===== config.mk =====
export PLATFORM = sky130hd
export DESIGN_NAME = dma_priority_arbiter
export DESIGN_NICKNAME = d
export VERILOG_FILES = /design/src/rtl/dma_pkg.sv /design/src/rtl/dma_req_sync.sv /design/src/rtl/dma_priority_arbiter.sv
export SDC_FILE = /design/constraint.sdc
export NUM_CORES = 1
export LEC_CHECK = 0
export ABC_AREA = 0
export BUFFER_PORTS_ARGS = -buffer_cell sky130_fd_sc_hd__buf_2
export CAP_MARGIN = 20
export CORE_UTILIZATION = 55
export CTS_BUF_LIST = sky130_fd_sc_hd__clkbuf_2
export DETAILED_ROUTE_END_ITERATION = 8
export GPL_ROUTABILITY_DRIVEN = 1
export PLACE_DENSITY_LB_ADDON = 0.08
export SKIP_CTS_REPAIR_TIMING = 1
export SLEW_MARGIN = 20
export SYNTH_ARGS = -nofsm -noshare
export SYNTH_HDL_FRONTEND = slang
export SYNTH_SLANG_ARGS = --single-unit

===== constraint.sdc =====
create_clock -name CLK -period 4.3 [get_ports CLK]
set_input_delay 0.215 -clock CLK [delete_from_list [all_inputs] [get_ports CLK]]
set_output_delay 0.215 -clock CLK [all_outputs]
set_load 0.1 [all_outputs]

===== src/rtl/dma_pkg.sv =====
// Shared types, constants and the priority search used by the DMA request arbiter.
package dma_pkg;

  localparam int NCH_DEFAULT = 4;
  // The priority search is written once at the largest supported channel count;
  // callers zero-extend their request vector and pointer to this width.
  localparam int NCH_MAX     = 8;
  localparam int IDX_MAX_W   = 3;

  typedef enum logic [1:0] {
    IDLE     = 2'd0,
    HOLD_REQ = 2'd1,
    SERVICE  = 2'd2,
    RELEASE  = 2'd3
  } dma_arb_state_e;

  // Returns {valid, index}. The search starts at ch0 in fixed mode and at ptr in
  // rotating mode, wrapping modulo nch. Channels at or above nch are never chosen.
  function automatic logic [IDX_MAX_W:0] prio_pick(
    input logic [NCH_MAX-1:0]   pend,
    input logic [IDX_MAX_W-1:0] ptr,
    input logic                 rotate,
    input int                   nch
  );
    logic                 found;
    logic [IDX_MAX_W-1:0] idx;
    int                   base;
    int                   cand;
    found = 1'b0;
    idx   = '0;
    base  = rotate ? int'(ptr) : 0;
    for (int k = 0; k < NCH_MAX; k++) begin
      cand = (base + k) % nch;
      if ((k < nch) && !found && pend[cand]) begin
        found = 1'b1;
        idx   = IDX_MAX_W'(cand);
      end
    end
    return {found, idx};
  endfunction

endpackage


===== src/rtl/dma_req_sync.sv =====
// Multi-flop synchroniser for the asynchronous per-channel DREQ lines.
module dma_req_sync #(
  parameter int NCH         = 4,
  parameter int SYNC_STAGES = 2
) (
  input  logic           clk,
  input  logic           rst_n,
  input  logic [NCH-1:0] async_in,
  output logic [NCH-1:0] sync_out
);

  // Stage k of the chain occupies bits [k*NCH +: NCH]; stage 0 samples the pins.
  logic [SYNC_STAGES*NCH-1:0] chain;

  // Shift every channel one stage further per clock; reset clears all stages.
  always_ff @(posedge clk or negedge rst_n) begin
    if (!rst_n) begin
      chain <= '0;
    end else begin
      chain <= {chain[(SYNC_STAGES-1)*NCH-1:0], async_in};
    end
  end

  assign sync_out = chain[SYNC_STAGES*NCH-1 -: NCH];

endmodule


===== src/rtl/dma_priority_arbiter.sv =====
// DMA request arbiter: synchronises DREQ, picks a channel by fixed or rotating
// priority, runs the HRQ/HLDA hold handshake and drives a one-hot DACK.
//
// Handshake: HRQ asks the CPU for the bus; the CPU answers with HLDA. A channel is
// granted only while HLDA is high, and SVC_VALID=1 marks the cycles in which the
// timing control may run transfers. XFER_DONE is a one-cycle pulse that counts
// only while SVC_VALID=1. HLDA falling during service aborts it at once.
module dma_priority_arbiter
  import dma_pkg::*;
#(
  parameter int NCH         = NCH_DEFAULT,
  parameter int SYNC_STAGES = 2,
  parameter int CH_W        = $clog2(NCH)
) (
  input  logic            CLK,
  input  logic            RESET_N,
  input  logic [NCH-1:0]  DREQ,
  input  logic            HLDA,
  input  logic [NCH-1:0]  MASK,
  input  logic            DISABLE,
  input  logic            ROTATE,
  input  logic [NCH-1:0]  DEMAND,
  input  logic            DREQ_SENSE_LOW,
  input  logic            DACK_SENSE_HIGH,
  input  logic            XFER_DONE,
  input  logic            EOP,
  output logic            HRQ,
  output logic [NCH-1:0]  DACK,
  output logic [CH_W-1:0] ACTIVE_CH,
  output logic            SVC_VALID,
  output logic [1:0]      STATE
);

  dma_arb_state_e       state, state_next;
  logic [NCH-1:0]       dreq_sync;
  logic [NCH-1:0]       pend;
  logic [NCH-1:0]       dack_oh, dack_next;
  logic [CH_W-1:0]      active_ch, active_next;
  logic [CH_W-1:0]      ptr, ptr_next, ptr_inc;
  logic [IDX_MAX_W:0]   pick;
  logic                 pick_valid;
  logic [CH_W-1:0]      pick_idx;

  dma_req_sync #(
    .NCH         (NCH),
    .SYNC_STAGES (SYNC_STAGES)
  ) u_req_sync (
    .clk      (CLK),
    .rst_n    (RESET_N),
    .async_in (DREQ),
    .sync_out (dreq_sync)
  );

  assign pend       = (dreq_sync ^ {NCH{DREQ_SENSE_LOW}}) & ~MASK & {NCH{~DISABLE}};
  assign pick       = prio_pick(NCH_MAX'(pend), IDX_MAX_W'(ptr), ROTATE, NCH);
  assign pick_valid = pick[IDX_MAX_W];
  assign pick_idx   = CH_W'(pick[IDX_MAX_W-1:0]);
  // Rotation restarts just after the channel that was serviced, wrapping at NCH.
  assign ptr_inc    = (active_ch == CH_W'(NCH - 1)) ? '0 : active_ch + CH_W'(1);

  // Next-state logic: arbitration at HLDA time, service exit on done/abort.
  always_comb begin
    state_next  = state;
    dack_next   = dack_oh;
    active_next = active_ch;
    ptr_next    = ptr;
    case (state)
      IDLE: begin
        if (|pend) state_next = HOLD_REQ;
      end
      HOLD_REQ: begin
        // The winner is resolved from the requests present when the bus arrives.
        if (HLDA) begin
          if (pick_valid) begin
            state_next  = SERVICE;
            active_next = pick_idx;
            dack_next   = NCH'(1) << pick_idx;
          end else begin
            state_next  = RELEASE;
          end
        end
      end
      SERVICE: begin
        if (!HLDA || (XFER_DONE && (EOP || !DEMAND[active_ch] || !pend[active_ch]))) begin
          state_next = RELEASE;
          dack_next  = '0;
          ptr_next   = ptr_inc;
        end
      end
      RELEASE: begin
        // Wait for the CPU to take the bus back before a new hold can start.
        if (!HLDA) state_next = IDLE;
      end
      default: begin
        state_next = IDLE;
        dack_next  = '0;
      end
    endcase
  end

  // State, grant and rotation pointer registers.
  always_ff @(posedge CLK or negedge RESET_N) begin
    if (!RESET_N) begin
      state     <= IDLE;
      dack_oh   <= '0;
      active_ch <= '0;
      ptr       <= '0;
    end else begin
      state     <= state_next;
      dack_oh   <= dack_next;
      active_ch <= active_next;
      ptr       <= ptr_next;
    end
  end

  assign HRQ       = (state == HOLD_REQ) || (state == SERVICE);
  assign SVC_VALID = (state == SERVICE);
  assign DACK      = dack_oh ^ {NCH{~DACK_SENSE_HIGH}};
  assign ACTIVE_CH = active_ch;
  assign STATE     = state;

endmodule


# --- Word level (Yosys, flattened, before mapping) ---
# Cells that the tools add are included.
totals:
  regBits: 18
  in_bits: 21
  output_inout_bits: 10
  elab_cells: 96
classes:
  addsub: 4
  magnitude_cmp: 5
  n_eq_ne: 9
  shifts: 1
  muxes: 36
  bitwise: 11
  n_reduce_logical: 25
op_table:
  columns: ["operator", "n"]
  rows:
  - ["less-than comparator 3 x 5 -> 1 bit (second input constant)", 4]
  - ["two-way mux 2 bit", 10]
  - ["two-way mux 1 bit", 15]
  - ["binary-select mux 1 bit (select 3 bit)", 4]
  - ["two-way mux 4 bit", 3]
  - ["bitwise AND 4 bit", 2]
  - ["!= test 2 bit (second input constant)", 4]
  - ["case mux 2 bit (4 select lines)", 1]
  - ["case mux 4 bit (2 select lines)", 1]
  - ["AND reduction 4 bit", 2]
  - ["OR reduction 2 bit", 4]
  - ["XOR 4 bit", 2]
  - ["== test 2 bit (second input constant)", 3]
  - ["logical NOT 1 bit", 6]
  - ["adder 2 x 1 -> 2 bit (second input constant)", 2]
  - ["adder 2 bit (second input constant)", 2]
  - ["bitwise AND 1 bit (first input constant)", 4]
  - ["binary-select mux 1 bit (select 2 bit)", 2]
  - ["logical AND 1 bit", 4]
  - ["logical OR 1 bit", 4]
  - ["NOT 4 bit", 1]
  - ["OR reduction 4 bit", 1]
  - ["left shift 1 x 2 -> 4 bit (first input constant)", 1]
  - ["less-than comparator 2 x 3 -> 1 bit (second input constant)", 1]
  - ["7 further kinds", 8]

# --- Depth between registers and ports, before layout ---
# Gate-level depths: netlist (run 1).
logic_depth:
  word_depth: 20
  depth_mapped: 8
  mapped_depth_nobuf: 7

# --- By module ---
# A second synthesis (run 1) with hierarchy kept.
hier_totals:
  hier_cells: 125
  area_unflattened_um2: 1253.7
modules_own_cells:
  columns: ["mod", "instances", "cells_per_inst", "area_per_inst_um2", "seq_area_each_um2"]
  rows:
  - ["dma_priority_arbiter", 1, 113, 1023.5, 250.2]
  - ["dma_req_sync", 1, 12, 230.2, 200.2]

# --- Worst setup path before layout (run 1) ---
# OpenSTA, ideal clock, no wires.
synth_timing:
  path_kind: "reg-to-reg"
  start: "reg state[0] (netlist: STATE[0])"
  end: "reg dack_oh[2]"
  setup_time_ns: 0.125
  arrival_ns: 2.928
  required_time_ns: 4.175
  slack_ns: 1.247
  stages_incl_launch_ff: 6
  n_path_buf: 0
  synth_period_minus_slack_ns: 3.053
  path_cell_list: "dfrtp_1 -> inv_1 -> ha_1 -> inv_1 -> a221o_2 -> mux2_4"
synth_between:
  elab_chain_len: 3
  word_cells_on_any_way: 8
  classes_between: "eq/ne: 5; mux: 1; reduce/logical: 2"
synth_rtl:
  columns: ["element", "line", "rtl"]
  rows:
  - ["from (decl)", "dma_priority_arbiter.sv:34", "dma_arb_state_e state, state_next;"]
  - ["from (signal assigned)", "dma_priority_arbiter.sv:109", "state <= state_next;"]
  - ["== test 2 x 1 -> 1 bit or == test 2 bit (tied branches)", "dma_priority_arbiter.sv:67", "case (state)"]
  - ["!= test 2 bit (no source line) (tied with other cells)", null, null]
  - ["AND reduction 4 bit (no source line)", null, null]
  - ["to (signal assigned)", "dma_priority_arbiter.sv:110", "dack_oh <= dack_next;"]
  - ["to (decl)", "dma_priority_arbiter.sv:37", "logic [NCH-1:0] dack_oh, dack_next;"]
# Several ways; a longest one is shown, not always the timed one.
# A chain may end at the register's enable or synchronous reset.

# --- Worst setup path after layout (run 1) ---
layout_timing:
  start: "reg ptr[1]"
  end: "reg dack_oh[3]"
layout_between:
  elab_chain_len: 20
  word_cells_on_any_way: 44
  classes_between: "add/sub: 3; eq/ne: 1; shift: 1; mux: 24; bitwise: 4; reduce/logical: 11"
layout_rtl:
  columns: ["element", "line", "rtl"]
  rows:
  - ["from (decl)", "dma_priority_arbiter.sv:39", "logic [CH_W-1:0] ptr, ptr_next, ptr_inc;"]
  - ["from (signal assigned)", "dma_priority_arbiter.sv:112", "ptr <= ptr_next;"]
  - ["two-way mux 2 bit *", "dma_pkg.sv:31", "base = rotate ? int'(ptr) : 0;"]
  - ["parallel branches: the longest is 19 deep, another holds adder 2 x 1 -> 2 bit", null, null]
# Mark *: on every way between the ends. The select of a mux whose other input is x is not followed.

==> flow_summary_export.csv, run 1 <==
group,metric,value,unit
power_and_ir_drop,report.power.total,1130,uW
synthesis,synthFlopType,"sky130_fd_sc_hd__dfrtp_1",
final_layout,fillers,168,
global_route,wire_length_of_the_first_global_routing_pass,4380,um
synthesis,fraction_of_synthesized_cell_area_in_xor_and_xnor_cells,0.0621,
critical_path,timing.critical_path.cells,"nand2_1, nor3b_1, a311oi_1, nor2b_2, o41ai_2, a221o_2, mux2_4",
route,postRouteAntennaNets,0,
synthesis,largest_family_of_logic_cells_by_synthesized_area,"compound AO/OA/AOI/OAI gates",
final_layout,final_cell_count_no_fill,184,
clock_network,tritoncts,"built",
final_layout,area_growth,17.9,%
final_layout,finalNetCount,185,
worst_hold_path,timing.hold.worst.class,"input pin to asynchronous set/reset pin",
floorplan,rows,16,
floorplan,die_w,49.7,um
synthesis,syn-cell-area,1250,um2
global_route,grt_max_degree,19,
critical_path,critical_path.max_stage_delay,0.51,ns
critical_path,crit_path_start_kind,"flip-flop",
final_layout,drive_above_1_share,0.306,
place,total_half_perimeter_wirelength_after_legalization_and_detailed_placement,2030,um
synthesis,yosys_warnings,0,
floorplan,die_h,49.7,um
critical_path,r2r_end,"dack_oh[3]$_DFFE_PN0P_",
clock_network,clkLatencyLatePin,0.30,ns
synthesis,synthDominantAreaCellType,"sky130_fd_sc_hd__dfrtp_1",
power_and_ir_drop,power.ir.vdd_worst,0.807,mV
synthesis,muxShareOfSynthArea,0.116,
timing,finalMaxSlewViolations,0,
timing,final_period_minus_worst_setup_slack,2.44,ns
route,postRouteWirelength,2630,um
timing,grt_setup_unrepaired,"false",
clock_network,clk_sink_count,18,
status,result_of_the_run,"complete, no violations",
synthesis,synthesis.nets,150,
critical_path,cp-end-kind,"flip-flop",
clock_network,clock_tree.buffer_depth,2,
timing,timing.max_slew.rel_slack,0.562,
timing,tns,0,ns
timing,setup_viol_count_final,0,
clock_network,clk_transition_reported_paths,0.15,ns
global_route,number_of_global_route_vias_before_repair,1011,
clock_network,root_buffer,"sky130_fd_sc_hd__clkbuf_2",
final_layout,antenna_cells_inserted,0,
critical_path,crit_end,"dack_oh[3]$_DFFE_PN0P_",
synthesis,post_synth_edffs,0,
synthesis,synth_cell_types,50,
final_layout,design_area,1470,um2
timing,max_slew.worst_pin.slew,0.651,ns
critical_path,worstPathMaxFanout,9,
critical_path,r2r-start,"ptr[1]$_DFFE_PN0P_",
critical_path,worst_r2r_path_depth,7,
critical_path,worstPathBufferInverterCount,0,
place,io_buffers,30,
timing,report.final.hold_viol_count,0,
synthesis,synth_fa_ha_area_frac,0.0601,
critical_path,critical-path-slowest-cell,"sky130_fd_sc_hd__dfrtp_1",
synthesis,synthTopCellsByArea,"sky130_fd_sc_hd__dfrtp_1, sky130_fd_sc_hd__ha_1, sky130_fd_sc_hd__mux2i_1",
floorplan,die_area,2470,um2
timing,finalWorstSetupSlack,1.86,ns
critical_path,worst_ep_required_time,4.51,ns
floorplan,design.core.area,2040,um2
timing,final_worst_clock_skew,0.00269,ns
synthesis,post-synth-top-area-fraction,0.361,
place,dpl.cell_count,175,
power_and_ir_drop,leakage_power_figure,0.000700,uW
critical_path,arrival,2.65,ns
clock_network,htree_num_levels,1,
route,drcViolationCount,0,
synthesis,ys_seq_elements,18,
route,detail_route.iter0.violations,18,
critical_path,timing.critical_path.from,"ptr[1]$_DFFE_PN0P_",
route,drt-vias-per-instance,5.69,
critical_path,regToRegSetupSlack,1.86,ns
clock_network,cts_buffers,3,
place,gp_congestion,0.934,
route,routed-via-count,1047,
synthesis,yosysSeqAreaShare,0.361,
global_route,grt.overflow.total,0,
synthesis,share_of_synthesized_registers_carrying_an_async_set_or_reset,1.00,
timing,max_freq,410,MHz
critical_path,crit_path_kind,"flip-flop to flip-flop",
critical_path,crit_cells,7,
synthesis,share_of_the_synthesized_area_in_compound_gates_ao_oa_aoi_oai,0.184,
route,drt_first_pass_iters,4,
job,drv.max_cap_violation_count,0,
floorplan,start_util,0.612,
place,dp_worst_setup_slack,1.90,ns
global_route,initial_antenna_violation_count,0,
place,post_dp_cell_area,1400,um2
global_route,globalRouteTotalUtil,0.237,
power_and_ir_drop,power.density_cell_area,765,nW/um2
critical_path,crit_family,"compound AO/OA/AOI/OAI gates",
timing,post-route-period-util,0.567,
synthesis,syn_inst,123,
floorplan,io-pin-count,31,
synthesis,synth_simple_gate_area_share,0.178,
synthesis,synth.avg_cell_area,10.2,um2
route,route.detailed.wl_per_inst,14.3,um
[placed cells by master, fill, tap and decap left out, drive strengths merged, types with 2 or more instances in the layout]
| cell type | Yosys | final |
|---|---|---|
| mux2i | 7 | 7 |
| nor3 | 4 | 4 |
| and2 | 2 | 2 |
| or3 | 2 | 2 |
| dlygate4sd3 | 0 | 5 |
| clkbuf | 2 | 3 |
| xnor2 | 8 | 8 |
| a31oi | 2 | 2 |
| mux2 | 6 | 6 |
| a32o | 2 | 2 |
| nor2 | 9 | 9 |
| or2 | 3 | 3 |
| buf | 3 | 30 |
| inv | 5 | 5 |
| nor3b | 2 | 2 |
| a21oi | 3 | 3 |
| nor2b | 4 | 4 |
| ha | 6 | 6 |
| nand2 | 8 | 8 |
| a22oi | 2 | 2 |
| dfrtp | 18 | 18 |
| o21ai | 4 | 4 |
[cell usage after synthesis, types with 2 or more instances]
library cell,count
sky130_fd_sc_hd__a32o_1,2
sky130_fd_sc_hd__mux2_2,4
sky130_fd_sc_hd__mux2_4,2
sky130_fd_sc_hd__mux2i_1,7
sky130_fd_sc_hd__or2_1,3
sky130_fd_sc_hd__or3_1,2
sky130_fd_sc_hd__nand2_1,8
sky130_fd_sc_hd__ha_1,6
sky130_fd_sc_hd__dfrtp_1,18
sky130_fd_sc_hd__a31oi_1,2
sky130_fd_sc_hd__a21oi_1,3
sky130_fd_sc_hd__nor3b_1,2
sky130_fd_sc_hd__nor3_1,3
sky130_fd_sc_hd__buf_2,2
sky130_fd_sc_hd__and2_1,2
sky130_fd_sc_hd__clkbuf_1,2
sky130_fd_sc_hd__nor2b_1,3
sky130_fd_sc_hd__o21ai_0,3
sky130_fd_sc_hd__xnor2_1,7
sky130_fd_sc_hd__nor2_1,8
sky130_fd_sc_hd__inv_1,5
[routing by layer]
layer,global-route usage,part of all wire
met2,0.387,0.46
met5,0,0
met3,0.0463,0.059
met4,0.0952,0.018
met1,0.306,0.47
[cells by family (layout without fill, tap and decap cells)]
logic type,after synthesis,count (layout)
AO/OA/AOI/OAI,28,28
XOR/XNOR,8,8
adder cells (fa/ha/maj),6,6
buffers and inverters,10,44
flip-flops,18,18
multiplexers,13,13
AND/OR/NAND/NOR,40,40
[flip-flops by register name (all words and copies together) (netlist names)]
| signal | cells |
|---|---|
| ACTIVE_CH | 2 |
| STATE | 2 |
| dack_oh | 4 |
| ptr | 2 |
| u_req_sync.chain | 8 |
[worst register-to-register path: cells and delay by family (launching register included)]
| family | cells | cell delay (ns) |
|---|---|---|
| compound gates | 3 | 1.12 |
| mux | 1 | 0.30 |
| flops | 1 | 0.51 |
| simple gates | 3 | 0.40 |
[layout make-up]
| class | count | area (um2) | area share |
|---|---|---|---|
| repair buffers | 35 | 200 | 0.136 |
| inverters | 5 | 18.8 | 0.0127 |
| flip-flops and latches | 18 | 450 | 0.306 |
| well taps | 27 | 33.8 | 0.0229 |
| multi-input cells | 95 | 751 | 0.510 |
| clock buffers | 3 | 15.0 | 0.0102 |
| clock inverters | 1 | 3.75 | 0.00255 |
[power by group]
part | switching [uW] | internal, uW | total, uW
clock network | 49.5 | 20.2 | 69.7
registers | 56.3 | 214 | 271
logic | 571 | 216 | 787
total | 676 | 451 | 1130
[through the flow]
step	util	hold slack, ns
2_1_floorplan	-	-0.0806
4_1_cts	0.697	-0.187
3_5_place_dp	0.688	0.155
5_1_grt	0.721	0.368
3_3_place_gp	0.688	0.145
6_report	0.721	0.342
[worst min-delay path by stage]
stage / to / from / slack (ns) / cells past startpoint
final: ACTIVE_CH[1]$_DFFE_PN0P_ / RESET_N / 0.34 / 2
after global routing: ptr[1]$_DFFE_PN0P_ / HLDA / 0.37 / 3
after CTS: u_req_sync.chain[7]$_DFF_PN0_ / RESET_N / -0.19 / 1
after detailed placement: u_req_sync.chain[7]$_DFF_PN0_ / RESET_N / 0.16 / 1
after global placement: u_req_sync.chain[3]$_DFF_PN0_ / RESET_N / 0.15 / 1
after floorplan: ACTIVE_CH[0]$_DFFE_PN0P_ / RESET_N / -0.08 / 0
(Power assumes the default switching activity.)
==> run 2, diff against run 1 <==
ABC_AREA = 1   (was 0)
CORE_UTILIZATION = 49   (was 55)
clock period = 2.1 ns   (was 4.3 ns; I/O delays follow)
==> run 2 against run 1 <==
Design area down 1.1%. Hold slack worse by 0.17 ns. Critical endpoint is now SVC_VALID. Clock skew up 0.0042 ns. Synthesized cell count up 33%. Largest power group unchanged. Core utilization down 7.5 points. Global-route usage down 3.2 points. Final cell count up 25%. Routed wire length down 7.1%. Sequential power up 97%. Combinational power up 110%.
==> flow_summary_export.csv, run 2 <==
group,metric,value,unit
final_layout,largest_register_ffs,8,
synthesis,syn-cell-area,1190,um2
route,route.detailed.wl_per_inst,10.6,um
critical_path,cp-end-kind,"output pin",
final_layout,drive_above_1_share,0.277,
route,detail_route.iter0.violations,16,
clock_network,clock_tree.buffer_depth,2,
synthesis,synthesis.nets,191,
route,topRoutingLayerUsed,"met4",
timing,tns,0,ns
route,drcViolationCount,0,
synthesis,post-synth-top-area-fraction,0.379,
synthesis,synth.avg_cell_area,7.24,um2
clock_network,tritoncts,"built",
place,total_half_perimeter_wirelength_after_legalization_and_detailed_placement,1960,um
route,routed-via-count,1152,
place,gp_congestion,0.735,
global_route,grt_max_degree,19,
synthesis,share_of_synthesized_registers_carrying_an_async_set_or_reset,1.00,
route,drt-vias-per-instance,5.01,
synthesis,synth_cell_types,22,
route,met2_wirelength,1210,um
route,postRouteWirelength,2440,um
global_route,globalRouteTotalUtil,0.205,
clock_network,clkLatencyLatePin,0.30,ns
timing,grt_setup_unrepaired,"false",
timing,final_period_minus_worst_setup_slack,1.75,ns
synthesis,yosys_warnings,0,
floorplan,die_area,2620,um2
final_layout,mostFrequentLayoutCell,"sky130_fd_sc_hd__nand2_1",
route,met3_wirelength,87,um
critical_path,crit_path_kind,"flip-flop to output pin",
synthesis,syn_inst,164,
timing,post-route-period-util,0.833,
final_layout,largest_register,"u_req_sync.chain",
timing,setup_viol_count_final,0,
critical_path,worst_ep_required_time,2.00,ns
power_and_ir_drop,leakage_power_figure,0.000803,uW
worst_hold_path,timing.hold.worst.class,"input pin to flip-flop",
synthesis,synthDominantAreaCellType,"sky130_fd_sc_hd__dfrtp_1",
timing,report.final.hold_viol_count,0,
synthesis,post_synth_edffs,0,
global_route,initial_antenna_violation_count,0,
critical_path,crit_path_start_kind,"flip-flop",
place,dpl.cell_count,221,
synthesis,ys_seq_elements,18,
global_route,number_of_global_route_vias_before_repair,1000,
clock_network,clk_transition_reported_paths,0.16,ns
global_route,grt.overflow.total,0,
floorplan,io-pin-count,31,
final_layout,layout.cells.most_common_list,"sky130_fd_sc_hd__nand2_1, sky130_fd_sc_hd__buf_2, sky130_fd_sc_hd__inv_1",
global_route,wire_length_of_the_first_global_routing_pass,3950,um
place,io_buffers,30,
timing,timing.max_slew.rel_slack,0.676,
route,postRouteAntennaNets,0,
clock_network,root_buffer,"sky130_fd_sc_hd__clkbuf_2",
synthesis,yosysSeqAreaShare,0.379,
final_layout,largestRegisters,"u_req_sync.chain (8), dack_oh (4)",
clock_network,clk_sink_count,18,
synthesis,synthFlopType,"sky130_fd_sc_hd__dfrtp_1",
final_layout,final_cell_count_no_fill,230,
critical_path,worstPathMaxFanout,7,
final_layout,area_growth,22.7,%
job,drv.max_cap_violation_count,0,
synthesis,most_numerous_cell_in_the_yosys_netlist,"sky130_fd_sc_hd__nand2_1",
final_layout,fillers,211,
floorplan,rows,17,
final_layout,finalNetCount,230,
route,wl_met1,1110,um
clock_network,cts_buffers,3,
synthesis,synthTopCellsByArea,"sky130_fd_sc_hd__dfrtp_1, sky130_fd_sc_hd__nand2_1, sky130_fd_sc_hd__ha_1",
timing,fin_worst_hold_slack,0.169,ns
route,drt_first_pass_iters,5,
floorplan,die_h,51.2,um
timing,max_freq,572,MHz
floorplan,design.core.area,2250,um2
clock_network,htree_num_levels,1,
power_and_ir_drop,power.density_cell_area,1600,nW/um2
final_layout,antenna_cells_inserted,0,
timing,final_worst_clock_skew,0.00689,ns
power_and_ir_drop,power.ir.vdd_worst,1.62,mV
timing,finalMaxSlewViolations,0,
status,result_of_the_run,"complete, no violations",
floorplan,die_w,51.2,um
synthesis,synth.top_cells.by_count,"sky130_fd_sc_hd__nand2_1, sky130_fd_sc_hd__dfrtp_1, sky130_fd_sc_hd__inv_1, sky130_fd_sc_hd__nand3_1, sky130_fd_sc_hd__nor2_1",
timing,max_slew.worst_pin.slew,0.490,ns
floorplan,start_util,0.527,
critical_path,arrival,1.64,ns
[run 2: kinds of logic after synthesis]
logic type      count (synthesis)  share of synthesized area
buf+inv                        20                     0.0653
simple gates                  102                      0.393
flops                          18                      0.379
xor+xnor                        4                     0.0295
compound gates                 14                     0.0695
fa+ha+maj                       6                     0.0632
[run 2: path summary, 6_finish.rpt]
kind | from | end | slack, ns | cells after the start
max in group asynchronous | RESET_N | ACTIVE_CH[0]$_DFFE_PN0P_ | 1.56 | 2
worst max-delay path | STATE[0]$_DFFE_PN0P_ | SVC_VALID | 0.35 | 3
worst max register to register | ptr[0]$_DFFE_PN0P_ | dack_oh[3]$_DFFE_PN0P_ | 0.43 | 13
worst min-delay path | HLDA | ACTIVE_CH[0]$_DFFE_PN0P_ | 0.17 | 3
min in group asynchronous | RESET_N | u_req_sync.chain[7]$_DFF_PN0_ | 0.24 | 2
worst min register to register | u_req_sync.chain[2]$_DFF_PN0_ | u_req_sync.chain[6]$_DFF_PN0_ | 0.37 | 0
[run 2: area by class of cell]
class | count | area [um2] | share of cell area
repair buffers | 35 | 200 | 0.137
clock inverters | 1 | 3.75 | 0.00258
clock buffers | 3 | 15.0 | 0.0103
well taps | 28 | 35.0 | 0.0241
inverters | 19 | 73.8 | 0.0507
multi-input cells | 126 | 674 | 0.463
flip-flops and latches | 18 | 454 | 0.312
[run 2: critical path: stages, from the launching register on]
cell and delay [ns]:
sky130_fd_sc_hd__dfrtp_2 0.48, sky130_fd_sc_hd__inv_1 0.16, sky130_fd_sc_hd__ha_2 0.26, sky130_fd_sc_hd__buf_2 0.44
[run 2: through the flow]
step	cell area (um2)	setup WS [ns]	util	total power [uW]
final	1460	0.351	0.646	2330
after global routing	1460	0.271	0.646	2510
after global placement	1390	0.516	0.615	2160
after CTS	1410	0.328	0.624	2340
after detailed placement	1390	0.459	0.615	2180
after floorplan	1210	0.0391	-	1960
[run 2: report_power, final]
group          internal [uW]  switching, uW  leakage (uW)
clock                   41.4            104     0.0000140
sequential               442           92.6      0.000216
combinational            393           1260      0.000573
total                    876           1460      0.000803
[run 2: routing by layer]
metal	vias up	global-route usage
li1	597	-
met1	520	0.259
met2	31	0.351
met3	4	0.0179
met4	0	0.0946
met5	-	0
